$ cat src/rtl/aes_uart_pkg.sv
// Shared constants and the block sender state encoding for the AES-to-UART path.
package aes_uart_pkg;

   // Width of one serial byte and number of bytes in one AES-128 block
   localparam int unsigned AES_DATA_WIDTH  = 8;
   localparam int unsigned AES_BLOCK_BYTES = 16;
   // Byte counter width, enough to index AES_BLOCK_BYTES bytes
   localparam int unsigned AES_CNT_W       = 4;

   typedef enum logic [1:0] {
      ST_IDLE      = 2'd0,
      ST_LOAD      = 2'd1,
      ST_DRIVE     = 2'd2,
      ST_WAIT_DONE = 2'd3
   } sender_state_e;

endpackage : aes_uart_pkg

$ cat src/rtl/uart_block_sender.sv
// Serialises one ciphertext block into bytes for a UART transmitter, most
// significant byte first, and pulses block_sent once the last byte has left.
//
// Ports:
//   clk, reset_n   sole clock, synchronous active-low reset
//   block_valid    upstream block available on block_data
//   block_data     ciphertext block, byte k = block_data[8k+7:8k]
//   block_ready    high in IDLE only; block taken on block_valid && block_ready
//   tx_drive       one-cycle start request to the transmitter
//   tx_byte_in     byte presented to the transmitter, held until its tx_done
//   tx_active      transmitter busy flag, observed only
//   tx_done        transmitter end-of-stop-bit pulse
//   busy           high from block acceptance until the last byte's tx_done
//   block_sent     one-cycle pulse when the whole block has been transmitted
module uart_block_sender
   import aes_uart_pkg::*;
#(
   parameter int unsigned DATA_WIDTH  = AES_DATA_WIDTH,
   parameter int unsigned BLOCK_BYTES = AES_BLOCK_BYTES
) (
   input  logic                              clk,
   input  logic                              reset_n,
   input  logic                              block_valid,
   input  logic [BLOCK_BYTES*DATA_WIDTH-1:0] block_data,
   output logic                              block_ready,
   output logic                              tx_drive,
   output logic [DATA_WIDTH-1:0]             tx_byte_in,
   input  logic                              tx_active,
   input  logic                              tx_done,
   output logic                              busy,
   output logic                              block_sent
);

   localparam int unsigned BLOCK_W = BLOCK_BYTES * DATA_WIDTH;
   localparam logic [AES_CNT_W-1:0] LAST_IDX = AES_CNT_W'(BLOCK_BYTES - 1);

   sender_state_e          state_q;
   logic [BLOCK_W-1:0]     shift_q;
   logic [AES_CNT_W-1:0]   cnt_q;
   logic [DATA_WIDTH-1:0]  byte_q;
   logic                   drive_q;
   logic                   sent_q;
   logic                   ready_q;
   logic                   busy_q;

   // The transmitter's busy flag is only observed; sequencing relies on tx_done.
   logic unused_tx_active;
   assign unused_tx_active = tx_active;

   // Sequencer: each state's action lands on the edge that leaves the state,
   // so every output is a flop and tx_drive trails acceptance/tx_done by 2.
   always_ff @(posedge clk) begin
      if (!reset_n) begin
         state_q <= ST_IDLE;
         shift_q <= '0;
         cnt_q   <= '0;
         byte_q  <= '0;
         drive_q <= 1'b0;
         sent_q  <= 1'b0;
         ready_q <= 1'b1;
         busy_q  <= 1'b0;
      end else begin
         drive_q <= 1'b0;
         sent_q  <= 1'b0;
         case (state_q)
            ST_IDLE: begin
               if (block_valid) begin
                  shift_q <= block_data;
                  cnt_q   <= '0;
                  ready_q <= 1'b0;
                  busy_q  <= 1'b1;
                  state_q <= ST_LOAD;
               end
            end
            ST_LOAD: begin
               byte_q  <= shift_q[BLOCK_W-1 -: DATA_WIDTH];
               state_q <= ST_DRIVE;
            end
            ST_DRIVE: begin
               drive_q <= 1'b1;
               state_q <= ST_WAIT_DONE;
            end
            ST_WAIT_DONE: begin
               if (tx_done) begin
                  shift_q <= shift_q << DATA_WIDTH;
                  if (cnt_q == LAST_IDX) begin
                     // Counter parks on the last index; cleared on next accept.
                     sent_q  <= 1'b1;
                     ready_q <= 1'b1;
                     busy_q  <= 1'b0;
                     state_q <= ST_IDLE;
                  end else begin
                     cnt_q   <= cnt_q + 1'b1;
                     state_q <= ST_LOAD;
                  end
               end
            end
            default: begin
               state_q <= ST_IDLE;
            end
         endcase
      end
   end

   assign block_ready = ready_q;
   assign tx_drive    = drive_q;
   assign tx_byte_in  = byte_q;
   assign busy        = busy_q;
   assign block_sent  = sent_q;

endmodule : uart_block_sender

$ cat config.mk
export PLATFORM = sky130hd
export DESIGN_NAME = uart_block_sender
export DESIGN_NICKNAME = d
export VERILOG_FILES = /design/src/rtl/aes_uart_pkg.sv /design/src/rtl/uart_block_sender.sv
export SDC_FILE = /design/constraint.sdc
export NUM_CORES = 1
export LEC_CHECK = 0
export CORE_ASPECT_RATIO = 2
export CORE_MARGIN = 10
export CORE_UTILIZATION = 56
export DETAILED_ROUTE_END_ITERATION = 10
export HOLD_SLACK_MARGIN = 0.08
export PLACE_DENSITY_LB_ADDON = 0.05
export SYNTH_ARGS = -nofsm -noshare
export SYNTH_HDL_FRONTEND = slang
export SYNTH_SLANG_ARGS = --single-unit
$ cat constraint.sdc
create_clock -name clk -period 5.3 [get_ports clk]
set_input_delay 1.06 -clock clk [delete_from_list [all_inputs] [get_ports clk]]
set_output_delay 1.06 -clock clk [all_outputs]
set_load 0.005 [all_outputs]
# Word level (Yosys, flattened, before mapping)
# Cells that the tools add are included.
word_totals:
  latch_bits: 0
  in_bits: 133
  ram_bits: 0
  romBits: 0
  memories: 0
  ff_bits: 146
  out_inout_bits: 12
  word_cells: 45
op_classes:
  reduce_logical: 7
  mux: 21
  multipliers: 0
  magnitude_cmp: 0
  addsub: 1
  n_shift: 0
  n_bitwise: 0
  div_mod_pow: 0
  n_eq_ne: 8
op_table:
  columns: ["cell", "count"]
  rows:
  - ["two-way mux 128 bit", 2]
  - ["case mux 128 bit (2 select lines)", 1]
  - ["two-way mux 4 bit", 3]
  - ["two-way mux 1 bit", 9]
  - ["inequality test 2 bit, second input constant", 4]
  - ["case mux 2 bit (4 select lines)", 1]
  - ["case mux 4 bit (2 select lines)", 1]
  - ["AND reduction 4 bit", 2]
  - ["AND reduction 3 bit", 2]
  - ["adder 4 x 1 -> 4 bit, second input constant", 1]
  - ["== test 2 bit, second input constant", 2]
  - ["== test 4 bit, second input constant", 1]
  - ["two-way mux 2 bit", 2]
  - ["case mux 1 bit (2 select lines)", 2]
  - ["== test 2 x 1 -> 1 bit, second input constant", 1]
  - ["zero test 2 bit", 1]
  - ["AND reduction 2 bit", 1]
  - ["nonzero test 2 bit", 1]

# Longest topological paths before layout
logic_depth:
  word_depth: 4
  depth_mapped: 8
  depth_no_buf: 5

# Worst setup path before layout
# Ideal clock, no wire load.
synth_timing:
  kind: "input-to-reg"
  start: "in block_valid"
  end: "reg shift_q[106]"
  n_path_buf: 3
  path_slack_ns: 3.244
  setup_ns: 0.116
  cell_stages: 6
  t_required_ns: 5.184
  arrival_time_ns: 1.940
  cell_sequence: "buf_2 > nor2b_1 > nor2_2 > buf_2 > buf_2 > o211a_1"
synth_between:
  elab_chain_cells: 2
synth_rtl:
  columns: ["item", "line", "rtl"]
  rows:
  - ["start, declared", "uart_block_sender.sv:23", "input logic block_valid,"]
  - ["inequality test 2 bit (no line)", null, null]
  - ["AND reduction 3 bit (no line)", null, null]
  - ["end signal, assigned", "uart_block_sender.sv:68", "shift_q <= block_data;"]
  - ["end signal, assigned", "uart_block_sender.sv:85", "shift_q <= shift_q << DATA_WIDTH;"]
  - ["end, declared", "uart_block_sender.sv:38", "logic [BLOCK_W-1:0] shift_q;"]
# No other way between the ends.
# A chain may end at the register's enable or synchronous reset.

# Worst setup path in the final report
layout_timing:
  start: "in block_valid"
  end: "reg shift_q[69]"
# The elaborated chain is that of the path after synthesis.

==> impl_metrics.py <==
metrics = {
    "outcome": {
        "status": "finished, final reports clean",
    },
    "grt": {
        "grt_max_degree": 91,
        "met1_usage_pct": 21.7,
        "busiest_layer": "met2",
        "grt_pass1_wl_um": 29100,
        "track_usage_pct": 20.2,
        "grt_pass1_vias": 5692,
        "use_met3_pct": 4.48,
        "globalRouteMet2Util_pct": 37.1,
        "grt-ovfl-total": 0,
        "antenna_found_initial": 1,
    },
    "place": {
        "io_buffers": 143,
        "dp.cells": 898,
        "gp_congestion": 0.762,
        "placed_area_um2": 8320,
        "dp_hpwl_um": 12400,
    },
    "routing": {
        "drt_iter0_markers": 454,
        "wl_um": 18600,
        "viasPerCell": 6.12,
        "drt-pass1-iter-count": 7,
        "ant_nets": 0,
        "drc_errors": 0,
        "routedWlPerCell_um": 20.0,
        "vias": 5684,
    },
    "finish": {
        "area_delta_synth_final_pct": 27.4,
        "fillers": 915,
        "drive_above_1_share_pct": 5.76,
        "utilization_pct": 72.9,
        "layout_commonest_cell": "dfxtp_1",
        "regArea_um2": 2920,
        "multi_input_area_um2": 3710,
        "most-common-layout-cells": "146 x dfxtp_1, 142 x clkdlybuf4s50_1, 129 x mux2i_1, 124 x nand3_1, 121 x o211a_1",
        "nets": 910,
        "fin_area_um2": 8890,
        "post_layout_nonfiller_instances": 929,
    },
    "setup_path": {
        "worstSetupStartpointType": "input port",
        "cp.arrival_ns": 3.49,
        "worstSetupPathType": "input port to flop",
        "rr_endpoint": "shift_q[70]",
        "cp_top_family": "buffers and inverters",
        "cp.depth": 5,
        "path_buf_inv": 2,
        "cp-startpoint": "block_valid",
        "rrSetupSlack_ns": 2.21,
        "worst-path-max-fanout": 88,
        "r2r-start": "state_q[1]",
        "r2r_cells": 6,
        "worstSetupEndpoint": "shift_q[69]",
        "end_kind": "flop",
        "cp_slowest_cell": "nand2b_4",
        "required_ns": 5.60,
        "crit_path_max_incr_delay_ns": 0.85,
        "path_cells": "clkdlybuf4s50_1 > nand2b_4 > buf_4 > nand3_1 > o211a_1",
    },
    "yosys": {
        "syn_inst": 676,
        "synth-edff-count": 0,
        "dominantRegCellSynth": "dfxtp_1",
        "ys_seq_elements": 146,
        "synth_nets": 816,
        "ys_seq_area_share_pct": 41.9,
        "synth_area_um2": 6980,
        "yosysWarnings": 0,
        "yosysUniqueCellTypes": 37,
        "synthArstFlopShare_pct": 0,
        "syn_area_per_cell_um2": 10.3,
    },
    "timing": {
        "rsz0062_at_grt": "no",
        "post-route-period-util_pct": 60.2,
        "drv_slew": 0,
        "setup_viol": 0,
        "finalCriticalPeriod_ns": 3.19,
        "tightest_slew_ns": 1.00,
        "tns_ns": 0,
        "slew_headroom_pct": 33.1,
        "fmax_ghz": 0.314,
        "hold_violations": 0,
        "skew_ns": 0.0141,
    },
    "floorplan": {
        "ios": 145,
        "die-area_um2": 17600,
        "coreArea_um2": 12200,
        "rows": 57,
        "die_w_um": 98.9,
        "die_h_um": 178,
        "start_util_pct": 57.2,
    },
    "pwr": {
        "total_power_uw": 5060,
        "power.density_nw_per_um2": 570,
        "leakage_uw": 0.00413,
        "vdd_drop_max_uv": 541,
    },
    "hold_path": {
        "hp-class": "flop to flop",
    },
    "clock_tree": {
        "clk_latency_ns": 0.41,
        "numCtsBuffers": 17,
        "postCtsHoldBufs": 0,
        "postCtsSetupRepairBufs": 0,
        "clkTransAtPathRegs_ns": 0.06,
        "cts_resized": 0,
        "cts_tree": "built",
        "clock_path_buffers": 2,
        "clockRootBuffer": "clkbuf_16",
        "cts.sinks": 146,
        "htree_levels": 4,
    },
    "job": {
        "drv_cap": 0,
    },
}
-- through the flow --
stage	setup WS, ns	hold slack, ns
floorplan	3.24	0.449
global placement	1.78	0.458
detailed placement	1.74	0.463
CTS	2.16	0.479
global route	1.95	0.495
finish	2.11	0.481
-- power breakdown --
part | switching [µW] | total [µW] | internal, µW | leakage, µW
clock | 462 | 1150 | 689 | 0.000257
combinational | 1150 | 2030 | 879 | 0.00266
sequential | 286 | 1890 | 1600 | 0.00121
total | 1900 | 5060 | 3170 | 0.00413
-- logic make-up after synthesis --
| kind of cell | after synthesis | share of synthesized area [%] |
|---|---|---|
| AO/OA/AOI/OAI | 152 | 20.2 |
| adder cells (fa/ha/maj) | 7 | 1.26 |
| buffers and inverters | 81 | 5.33 |
| flip-flops | 146 | 41.9 |
| multiplexers | 132 | 19.2 |
| AND/OR/NAND/NOR | 158 | 12.2 |
-- worst reg2reg max path, cell delays in order, from the launching register on --
cell and delay (ns):
dfxtp_1 0.46, ha_4 0.50, buf_4 0.79, mux2i_4 0.50
nor2_4 0.05, buf_4 0.34, o211a_1 0.36
-- sequential cells by signal, indices dropped and copies added, names as in the netlist --
signal	cells
block_ready	1
tx_drive	1
tx_byte_in	8
block_sent	1
busy	1
shift_q	128
cnt_q	4
state_q	2
-- worst min-delay path by stage --
stage | startpoint | endpoint | slack (ns) | cells after the start
floorplan | shift_q[0] | shift_q[0] | 0.45 | 2
global placement | busy | busy | 0.46 | 2
detailed placement | busy | busy | 0.46 | 2
CTS | busy | busy | 0.48 | 2
global route | shift_q[7] | shift_q[7] | 0.49 | 2
finish | busy | busy | 0.48 | 2
-- Yosys cell counts (2+ instances only) --
| cell | number | area share [%] |
|---|---|---|
| clkbuf_1 | 22 | 1.2 |
| nand4_1 | 2 | 0.18 |
| o211ai_1 | 4 | 0.43 |
| nor2b_1 | 10 | 0.90 |
| nand3_1 | 124 | 8.9 |
| nand2b_1 | 3 | 0.27 |
| o21ai_0 | 11 | 0.79 |
| dfxtp_1 | 146 | 42 |
| and3_1 | 2 | 0.18 |
| a21oi_1 | 9 | 0.65 |
| buf_2 | 39 | 2.8 |
| ha_1 | 7 | 1.3 |
| and2_1 | 2 | 0.18 |
| inv_1 | 5 | 0.27 |
| mux2i_1 | 129 | 19 |
| o211a_1 | 121 | 17 |
| buf_4 | 3 | 0.32 |
| nand2_1 | 2 | 0.11 |
| buf_1 | 10 | 0.54 |
| nand4b_1 | 8 | 1.0 |
-- final cells by class --
| type | count | share of cell area [%] |
|---|---|---|
| multi-input cells | 449 | 41.7 |
| flip-flops and latches | 146 | 32.9 |
| repair buffers | 150 | 16.7 |
| clock buffers | 18 | 4.83 |
| well taps | 147 | 2.07 |
| clock inverters | 12 | 1.53 |
| inverters | 6 | 0.253 |
| diodes | 1 | 0.0281 |
-- metal layers --
metal / up-vias / wire length, µm
li1: 2744 / -
met1: 2783 / 7370
met2: 139 / 10200
met3: 18 / 659
met4: 0 / 369
met5: - / 0
Power figures use the tool's default switching activity.
